--- src/rtl/rstage_dispatch_pkg.sv ---
// rstage_dispatch_pkg: shared R-stage dispatch definitions.
// Holds the sequencing state encodings and the default field widths
// used by the dispatch register and its helpers.
package rstage_dispatch_pkg;

    localparam int DELTA_W_DEF = 4;
    localparam int LEN_W_DEF   = 3;

    typedef enum logic [1:0] {
        IDLE   = 2'b00,
        FIRST  = 2'b01,
        SECOND = 2'b10
    } state_e;

endpackage

--- src/rtl/optop_shft_gen.sv ---
// optop_shft_gen: sign-extend a word delta and scale it to a byte shift.
// Ports:
//   delta_i  signed optop change in words
//   shft_o   32-bit byte shift (delta * 4)
module optop_shft_gen #(
    parameter int DELTA_W = 4
) (
    input  logic [DELTA_W-1:0] delta_i,
    output logic [31:0]        shft_o
);

    assign shft_o = {{(30-DELTA_W){delta_i[DELTA_W-1]}}, delta_i, 2'b00};

endmodule

--- src/rtl/rstage_dispatch.sv ---
// rstage_dispatch: decode-to-R-stage dispatch register of the IU.
// Ports:
//   clk, reset_l                  clock, asynchronous active-low reset
//   dec_*_d                       decoded group from the D stage
//   hold_r                        freeze R stage
//   kill_inst_d, iu_brtaken_e,
//   iu_trap_c                     squash sources
//   trap_in_progress              trap frame build owns R stage
//   dispatch_rdy_d, iu_shift_d    same-cycle accept handshake to the ibuffer
//   inst_vld_r, fold_r,
//   first_cyc_r, optop_shft_r,
//   pc_offset_r                   registered R-stage qualifiers
module rstage_dispatch
    import rstage_dispatch_pkg::*;
#(
    parameter int DELTA_W = DELTA_W_DEF,
    parameter int LEN_W   = LEN_W_DEF
) (
    input  logic               clk,
    input  logic               reset_l,
    input  logic               dec_vld_d,
    input  logic [LEN_W-1:0]   dec_len_d,
    input  logic [DELTA_W-1:0] dec_delta_d,
    input  logic               dec_fold_d,
    input  logic               dec_two_cyc_d,
    input  logic [LEN_W-1:0]   dec_pc_off_d,
    input  logic               hold_r,
    input  logic               kill_inst_d,
    input  logic               iu_brtaken_e,
    input  logic               iu_trap_c,
    input  logic               trap_in_progress,
    output logic               dispatch_rdy_d,
    output logic [LEN_W-1:0]   iu_shift_d,
    output logic               inst_vld_r,
    output logic               fold_r,
    output logic               first_cyc_r,
    output logic [31:0]        optop_shft_r,
    output logic [LEN_W-1:0]   pc_offset_r
);

    state_e             state_q;
    logic [DELTA_W-1:0] sh_delta_q;
    logic [LEN_W-1:0]   sh_pc_q;
    logic               squash;
    logic               accept;
    logic [31:0]        live_shft;
    logic [31:0]        shadow_shft;

    optop_shft_gen #(.DELTA_W(DELTA_W)) u_live (
        .delta_i (dec_delta_d),
        .shft_o  (live_shft)
    );

    optop_shft_gen #(.DELTA_W(DELTA_W)) u_shadow (
        .delta_i (sh_delta_q),
        .shft_o  (shadow_shft)
    );

    assign squash = kill_inst_d | iu_brtaken_e | iu_trap_c;

    // reset_l gates the handshake so the ibuffer never retires bytes while in reset
    assign dispatch_rdy_d = reset_l & !hold_r & !trap_in_progress & !squash & (state_q != FIRST);
    assign accept         = dec_vld_d & dispatch_rdy_d;
    assign iu_shift_d     = accept ? dec_len_d : '0;

    // squash beats trap frame build beats hold; the second half of a
    // two-cycle op takes priority over any new group
    always_ff @(posedge clk or negedge reset_l) begin
        if (!reset_l) begin
            state_q      <= IDLE;
            sh_delta_q   <= '0;
            sh_pc_q      <= '0;
            inst_vld_r   <= 1'b0;
            fold_r       <= 1'b0;
            first_cyc_r  <= 1'b0;
            optop_shft_r <= '0;
            pc_offset_r  <= '0;
        end else if (squash) begin
            state_q     <= IDLE;
            sh_delta_q  <= '0;
            sh_pc_q     <= '0;
            inst_vld_r  <= 1'b0;
            first_cyc_r <= 1'b0;
        end else if (trap_in_progress) begin
            state_q     <= IDLE;
            inst_vld_r  <= 1'b0;
            first_cyc_r <= 1'b0;
        end else if (!hold_r) begin
            if (state_q == FIRST) begin
                state_q      <= SECOND;
                inst_vld_r   <= 1'b1;
                fold_r       <= 1'b0;
                first_cyc_r  <= 1'b0;
                optop_shft_r <= shadow_shft;
                pc_offset_r  <= sh_pc_q;
            end else if (accept) begin
                state_q      <= dec_two_cyc_d ? FIRST : IDLE;
                inst_vld_r   <= 1'b1;
                fold_r       <= dec_two_cyc_d ? 1'b0 : dec_fold_d;
                first_cyc_r  <= dec_two_cyc_d;
                optop_shft_r <= dec_two_cyc_d ? '0 : live_shft;
                pc_offset_r  <= dec_pc_off_d;
                if (dec_two_cyc_d) begin
                    sh_delta_q <= dec_delta_d;
                    sh_pc_q    <= dec_pc_off_d;
                end
            end else begin
                state_q     <= IDLE;
                inst_vld_r  <= 1'b0;
                first_cyc_r <= 1'b0;
            end
        end
    end

endmodule

--- config.mk ---
export PLATFORM = sky130hd
export DESIGN_NAME = rstage_dispatch
export DESIGN_NICKNAME = d
export VERILOG_FILES = /design/src/rtl/rstage_dispatch_pkg.sv /design/src/rtl/optop_shft_gen.sv /design/src/rtl/rstage_dispatch.sv
export SDC_FILE = /design/constraint.sdc
export NUM_CORES = 1
export LEC_CHECK = 0
export ABC_AREA = 1
export ABC_CLOCK_PERIOD_IN_PS = 1400
export BUFFER_PORTS_ARGS = -buffer_cell sky130_fd_sc_hd__buf_2
export CAP_MARGIN = 40
export CORE_MARGIN = 2
export CORE_UTILIZATION = 56
export DETAILED_ROUTE_END_ITERATION = 16
export GPL_TIMING_DRIVEN = 0
export PLACE_DENSITY = 0.82
export SLEW_MARGIN = 20
export SYNTH_ARGS = -nofsm -noshare
export SYNTH_HDL_FRONTEND = slang
export SYNTH_HIERARCHICAL = 1
export SYNTH_SLANG_ARGS = --single-unit
--- constraint.sdc ---
create_clock -name clk -period 1.4 [get_ports clk]
set_input_delay 0.28 -clock clk [delete_from_list [all_inputs] [get_ports clk]]
set_output_delay 0.28 -clock clk [all_outputs]
set_load 0.02 [all_outputs]
# --- After elaboration in Yosys (flattened, before gate mapping) ---
# Index checks and enable logic that the tools add are counted.
totals:
  regBits: 47
  latch_bits: 0
  ramBits: 0
  romBits: 0
  in_bits: 20
  out_inout_bits: 42
  elab_cells: 69
  n_memories: 0
classes:
  n_addsub: 0
  multipliers: 0
  div: 0
  n_lt_le_gt_ge: 0
  n_eq_ne: 6
  shifts: 0
  n_mux: 37
  bitwise: 10
  reduce_logical: 8
op_table:
  columns: ["op", "count"]
  rows:
  - ["two-way mux 32 bit", 3]
  - ["two-way mux 3 bit", 9]
  - ["two-way mux 4 bit", 6]
  - ["two-way mux 1 bit", 15]
  - ["two-way mux 2 bit", 4]
  - ["inequality test 2 x 1 -> 1 bit, second input constant", 3]
  - ["nonzero test 2 bit", 3]
  - ["bitwise AND 1 bit", 5]
  - ["AND reduction 5 bit", 1]
  - ["AND reduction 4 bit", 1]
  - ["logical NOT 1 bit", 3]
  - ["inequality test 3 x 1 -> 1 bit, second input constant", 1]
  - ["NOT 1 bit", 3]
  - ["== test 2 x 1 -> 1 bit, second input constant", 1]
  - ["inequality test 2 bit, second input constant", 1]
  - ["bitwise OR 1 bit", 2]

# --- Longest topological paths before layout ---
# Gate-level depths: netlist (run 1).
logic_depth:
  depth_word: 11
  ltp_mapped: 10

# --- Modules after synthesis ---
# The synthesis (run 1) kept the hierarchy.
modules_own_cells:
  columns: ["mod", "n_inst", "cells_per_inst", "area_each_um2"]
  rows:
  - ["rstage_dispatch", 1, 338, 2439.8]
  - ["optop_shft_gen", 2, 33, 244.0]

# --- Worst setup path before layout (run 1) ---
# Ideal clock, no wire load.
synth_timing:
  kind: "flip-flop to output port"
  from: "register state_q[0]"
  to: "output port iu_shift_d[0]"
  arrival_time_ps: 1500
  required_time_ps: 1120
  slack_ps: -380
  path_stages_with_launch: 7
  n_path_buf: 1
  path_cell_list: "dfrtp_1 > nand2_1 > buf_6 > nand3_1 > nor2_2 > nand2_1 > nor2_1"
synth_between:
  elab_chain_len: 4
synth_lines:
  columns: ["item", "line", "source"]
  rows:
  - ["start, declared", "rstage_dispatch.sv:41", "state_e state_q;"]
  - ["start signal, assigned", "rstage_dispatch.sv:97", "state_q <= dec_two_cyc_d ? FIRST : IDLE;"]
  - ["inequality test 2 x 1 -> 1 bit", "rstage_dispatch.sv:62", "assign dispatch_rdy_d = reset_l & !hold_r & !trap_in_progress & !squash & (state_q != FIRST);"]
  - ["bitwise AND 1 bit", "rstage_dispatch.sv:62", null]
  - ["named net dispatch_rdy_d", "rstage_dispatch.sv:32", "output logic dispatch_rdy_d,"]
  - ["bitwise AND 1 bit", "rstage_dispatch.sv:63", "assign accept = dec_vld_d & dispatch_rdy_d;"]
  - ["two-way mux 3 bit", "rstage_dispatch.sv:64", "assign iu_shift_d = accept ? dec_len_d : '0;"]
  - ["end, declared", "rstage_dispatch.sv:33", "output logic [LEN_W-1:0] iu_shift_d,"]
# The timed path passes the listed nets, and every way through them passes these cells.

# --- Final worst setup path (run 1) ---
layout_timing:
  from: "register state_q[0]"
  to: "output port iu_shift_d[0]"
layout_between:
  elab_chain_len: 4
layout_lines:
  columns: ["item", "line"]
  rows:
  - ["inequality test 2 x 1 -> 1 bit", "rstage_dispatch.sv:62"]
  - ["bitwise AND 1 bit", "rstage_dispatch.sv:62"]
  - ["bitwise AND 1 bit", "rstage_dispatch.sv:63"]
  - ["two-way mux 3 bit", "rstage_dispatch.sv:64"]
# Every way passes these cells.

==> impl_metrics.toml, run 1 <==
[run_status]
status = "finished, violations left"
violations = "setup timing"

[yosys]
avgSynthCellArea_um2 = 7.25
synth_cell_type_count = 22
yosysWarnings = 6
seq_area_frac_synth = 0.393
synthCells = 404
synth_seq_cells = 46
netlist_area_um2 = 2930

[detailed_routing]
drt_pass1_iterations = 4
drt-vias-per-instance = 5.01
routedWlPerCell_um = 13.6
drtIter0Drc = 178
antenna_left = 0
drc_errors = 0
wl_mm = 7.70
vias = 2840

[cts]
cts_buffers = 5
insertion_delay_ns = 0.30
htreeDepth = 2
cts.root.buffer_cell = "clkbuf_8"
cts_buffer_depth = 2
clkTransAtPathRegs_ns = 0.09
cts_tree = "built"
clock-sinks = 46

[power]
ir_worst_vdd_mv = 0.477
internal_power_uw = 2010
power_leakage_uw = 0.00235
power_frac_comb = 0.125
power.switching_uw = 645
switching_share = 0.243
clock_power_share = 0.370
p_seq_frac = 0.505
p_per_area_nw_per_um2 = 667

[sta]
max_slew_margin = 0.648
hold_viol = 0
setup_violations = 42
finalSetupTns_ns = -6.03
rsz0062_at_grt = "true"
period_share = 1.21
holdWs_ns = 0.00691
drv_slew = 0
postLayoutSetupSlackWorst_ns = -0.294
period_minus_slack_ns = 1.69
fmax_ghz = 0.590
clock_skew_ns = 0.00646
worst_slew_pin_slew_ns = 0.528

[cells_and_area]
final_cell_mix = "nand2_1, buf_4, nand3_1"
synthToLayoutAreaGrowth_pct = 36.2
n_fill_cell = 347
final_nets = 516
diodes = 0
drive_gt1_frac = 0.481
final_common_cell = "nand2_1"

[floorplan]
floorplan.initialDensity = 0.577
fp.dieW_um = 76.3
num_rows = 26
die_h_um = 76.3
die_area_um2 = 5820
pin_count = 62
core_area_um2 = 5070

[critical_path]
worstSetupPathType = "reg2out"
worst-path-max-fanout = 3
reg2reg_slack_ns = -0.17
worstPathRequired_ns = 1.12
rr_worst_depth = 12
reg2reg_from = "state_q[1]$_DFFE_PN0P_"
critPathArrivalTime_ns = 1.41
crit_path_end_kind = "primary output"
start_kind = "flop"
rr_endpoint = "fold_r$_DFFE_PN0P_"

[placed_design]
place.gp.congestion = 0.804
detailed_place_hpwl_mm = 4.53
numPortBuffers = 61

[worst_hold_path]
hold_path_class = "in2async"

[global_routing]
grt_max_degree = 29
antenna_found_initial = 0
grt_overflow = 0
grt_pass1_vias = 2674
gr-usage-all-layers = 0.258
grt_pass1_wl_mm = 12.2

[flow_run]
maxCapViolCount = 0
## worst max-delay path: stages (launching register included)
cell     delay (ns)
dfrtp_2        0.42
nand2_2        0.08
buf_6          0.11
nand3_4        0.06
nor2_4         0.13
nand2_4        0.10
nor2_4         0.09
buf_6          0.12
## state kept, by name (all words and copies together) (netlist names)
name          cells
inst_vld_r        1
sh_pc_q           3
state_q           2
fold_r            1
sh_delta_q        4
optop_shft_r     32
pc_offset_r       3
## cells by family after synthesis
kind of cell	Yosys count	share of synthesized area
AO/OA/AOI/OAI	4	0.00983
other	2	0.00257
AND/OR/NAND/NOR	255	0.372
flip-flops	46	0.393
buffers and inverters	97	0.222
## worst max-delay path by stage
| stage | startpoint | to | slack [ns] | cells past startpoint |
|---|---|---|---|---|
| after floorplan | state_q[0]$_DFFE_PN0P_ | iu_shift_d[0] | -0.09 | 6 |
| after global placement | reset_l | optop_shft_r[4]$_DFFE_PN0P_ | -0.81 | 10 |
| after detailed placement | reset_l | optop_shft_r[15]$_DFFE_PN0P_ | -0.62 | 11 |
| after CTS | state_q[0]$_DFFE_PN0P_ | iu_shift_d[0] | -0.28 | 7 |
| after global routing | state_q[0]$_DFFE_PN0P_ | iu_shift_d[0] | -0.33 | 7 |
| final | state_q[0]$_DFFE_PN0P_ | iu_shift_d[0] | -0.29 | 7 |
## cells in the mapped netlist, drive strengths merged
cell type	instances	area share
nand3	77	0.13
clkinv	1	0.0017
clkbuf	7	0.0090
buf	77	0.20
nand2	166	0.22
o21ai	2	0.0034
or2	1	0.0021
a211oi	1	0.0026
nor2	10	0.019
o21bai	1	0.0038
nand3b	1	0.0026
conb	2	0.0026
dfrtp	46	0.39
inv	12	0.015
## repair_timing
item,CTS,global route
gates resized for setup,28,73
pin swaps,4,6
buffers inserted,10,4
hold buffers,2,0
gates cloned,5,0
endpoints found under the hold margin,21,0
endpoints found under the setup margin,48,49
## layer usage
layer / share of wire / track usage / vias to the layer above
met1: 0.41 / 0.322 / 1348
li1: - / - / 1390
met2: 0.53 / 0.454 / 84
met3: 0.035 / 0.0308 / 18
met5: 0 / 0 / -
met4: 0.022 / 0.102 / 0
## power by group through the flow
stage	registers, uW	clock network, uW	logic, uW
after floorplan	1380	0	171
after global placement	1370	0	276
after detailed placement	1370	0	291
after CTS	1340	993	311
after global routing	1340	1070	360
final	1340	984	332
## layout make-up
cell class | instances | area (um^2) | area share
multi-input combinational | 264 | 1380 | 0.346
sequential | 46 | 1150 | 0.289
buffer | 83 | 621 | 0.156
timing repair buffer | 82 | 574 | 0.144
tap | 70 | 87.6 | 0.0220
clock buffer | 5 | 68.8 | 0.0173
inverter | 13 | 58.8 | 0.0148
clock inverter | 3 | 40.0 | 0.0100
timing repair inverter | 1 | 3.75 | 0.000942
## per-stage QoR
| step | total power (uW) | instance area, um^2 | instances | worst slack [ns] | utilization |
|---|---|---|---|---|---|
| floorplan | 1550 | 2990 | 406 | -0.0853 | - |
| global placement | 1640 | 3380 | 537 | -0.810 | 0.666 |
| detailed placement | 1660 | 3400 | 538 | -0.618 | 0.670 |
| CTS | 2640 | 3740 | 563 | -0.283 | 0.738 |
| global route | 2770 | 3990 | 567 | -0.335 | 0.786 |
| finish | 2660 | 3990 | 567 | -0.294 | 0.786 |
No activity file was read; power rests on OpenSTA's default activity.
==> run 2: changes to the inputs <==
--- a/config.mk
+++ b/config.mk
@@ -9,6 +9,7 @@
 export ABC_CLOCK_PERIOD_IN_PS = 1400
 export BUFFER_PORTS_ARGS = -buffer_cell sky130_fd_sc_hd__buf_2
 export CAP_MARGIN = 40
+export CORE_ASPECT_RATIO = 0.6
 export CORE_MARGIN = 2
 export CORE_UTILIZATION = 56
 export DETAILED_ROUTE_END_ITERATION = 16
==> run 2 against run 1 <==
Compared with the run above: the run still ends with setup timing left; maximum frequency is 2.0% lower; clock-buffer cell count increased by 2; first-iteration DRC count grew 15%; sequential power is essentially flat; non-clock buffer count unchanged; flip-flop and latch count did not move; worst hold slack improved by 0.029 ns; critical path type unchanged; largest power group unchanged.
==> impl_metrics.toml, run 2 (synthesized netlist as in run 1, its figures left out) <==
[critical_path]
worst-path-buf-inv = 2
path_cells = "nand2_2, buf_6, nand3_4, nor2_4, nand2_4, nor2_4, buf_6"
crit_path_end_kind = "primary output"
crit_family = "simple AND/OR/NAND/NOR gates"
worstSetupPathType = "reg2out"
critPathArrivalTime_ns = 1.45
worstPathRequired_ns = 1.12
worst-path-max-fanout = 3
start_kind = "flop"
max_stage_delay_ns = 0.42
crit_path_top_delay_cell = "dfrtp_2"

[sta]
hold_viol = 0
worst_slew_pin_slew_ns = 0.551
postLayoutSetupSlackWorst_ns = -0.329
period_minus_slack_ns = 1.73
clock_skew_ns = 0.00494
rsz0062_at_grt = "true"
period_share = 1.23
holdWs_ns = 0.0360
drv_slew = 0
fmax_ghz = 0.578
max_slew_margin = 0.631
setup_violations = 43

[run_status]
violations = "setup timing"
status = "finished, violations left"

[detailed_routing]
drtIter0Drc = 205
routedWlPerCell_um = 15.1
vias = 2952
drt_pass1_iterations = 5
antenna_left = 0
wl_met2_mm = 4.00
drt-vias-per-instance = 5.26
wl_met1_mm = 3.54
drc_errors = 0
wl_met3_um = 716
wl_mm = 8.47
top_layer_used = "met4"

[cells_and_area]
instances_no_fill = 561
final_common_cell = "nand2_1"
drive_gt1_frac = 0.404
synthToLayoutAreaGrowth_pct = 31.5
diodes = 0
largest_reg_flops = 32
final_nets = 515
final_cell_mix = "nand2_1, buf_4, nand3_1"
regMostFlops = "optop_shft_r"
top_regs = "optop_shft_r x32, sh_delta_q x4"

[floorplan]
core_area_um2 = 5050
die_h_um = 60.0
fp.dieW_um = 97.3
num_rows = 20
die_area_um2 = 5840
pin_count = 62
floorplan.initialDensity = 0.579

[placed_design]
detailed_place_hpwl_mm = 5.05
place_ws_ns = -0.705
place_inst = 534
numPortBuffers = 61
place.gp.congestion = 0.836

[cts]
cts_buffer_depth = 2
cts_buffers = 5
insertion_delay_ns = 0.30
htreeDepth = 2
cts_tree = "built"
clock-sinks = 46
cts.root.buffer_cell = "clkbuf_8"
clkTransAtPathRegs_ns = 0.08

[power]
switching_share = 0.251
internal_power_uw = 1840
ir_worst_vdd_mv = 0.440
power_frac_comb = 0.139
p_seq_frac = 0.548
power_leakage_uw = 0.00233
p_per_area_nw_per_um2 = 637
clock_power_share = 0.314
power.switching_uw = 614

[global_routing]
gr-usage-all-layers = 0.288
grt_pass1_vias = 2741
grt_pass1_wl_mm = 13.1
antenna_found_initial = 0
grt_overflow = 0
grt_max_degree = 29

[flow_run]
maxCapViolCount = 0

[worst_hold_path]
hold_path_class = "in2async"
[run 2: changes by cell type in the layout (fill, tap and decap cells not counted), sizes merged]
cell and delta:
buf +1, bufinv -1, clkinv -3, bufbuf +1
[run 2: worst register-to-register path, cell delays in order, from the launching register on]
cell      delay (ns)
dfrtp_1         0.41
inv_2           0.06
nand2_2         0.06
buf_4           0.15
inv_6           0.05
o21bai_2        0.11
buf_6           0.16
buf_6           0.11
buf_6           0.11
nand2_8         0.06
nand2_2         0.07
nand2_1         0.05
[run 2: path summary, 6_finish.rpt]
check / depth (start not counted) / start / to / slack (ns)
max in group asynchronous: 3 / reset_l / sh_delta_q[3]$_DFFE_PN0P_ / 0.38
setup reg to reg: 11 / state_q[1]$_DFFE_PN0P_ / pc_offset_r[2]$_DFFE_PN0P_ / -0.11
hold reg to reg: 2 / optop_shft_r[18]$_DFFE_PN0P_ / optop_shft_r[18]$_DFFE_PN0P_ / 0.47
setup / recovery: 7 / state_q[0]$_DFFE_PN0P_ / iu_shift_d[2] / -0.33
min in group clk: 3 / dec_pc_off_d[1] / sh_pc_q[1]$_DFFE_PN0P_ / 0.20
hold / removal: 2 / reset_l / optop_shft_r[16]$_DFFE_PN0P_ / 0.04
[run 2: power by group through the flow]
stage | logic [uW] | registers (uW) | clock network (uW)
after floorplan | 171 | 1380 | 0
after global placement | 279 | 1370 | 0
after detailed placement | 295 | 1370 | 0
after CTS | 324 | 1340 | 779
after global routing | 370 | 1340 | 827
final | 341 | 1340 | 768
[run 2: final cells by class]
class / instances / area [um^2]
buffer: 84 / 648
clock buffer: 7 / 76.3
fill: 367 / 1210
inverter: 13 / 56.3
multi-input combinational: 264 / 1260
sequential: 46 / 1150
tap: 66 / 82.6
timing repair buffer: 81 / 572
[run 2: timing repair]
item	CTS	global route
setup buffers	10	4
endpoints found under the hold margin	22	0
pin swaps	4	4
resized for setup	38	25
setup endpoints to repair	48	49
cloned	5	0
hold buffers	2	0
[run 2: stage by stage]
step	area, um^2	TNS (ns)	total power, uW	util
5_1_grt	3850	-5.83	2540	0.761
4_1_cts	3750	-3.71	2440	0.743
3_5_place_dp	3390	-29.51	1660	0.672
2_1_floorplan	2990	-0.210	1550	-
3_3_place_gp	3370	-37.77	1650	0.668
6_report	3850	-3.43	2450	0.761
[run 2: routing by layer]
layer | track usage | up-vias
li1 | - | 1385
met1 | 0.384 | 1382
met2 | 0.487 | 157
met3 | 0.0585 | 28
met4 | 0.0893 | 0
met5 | 0 | -
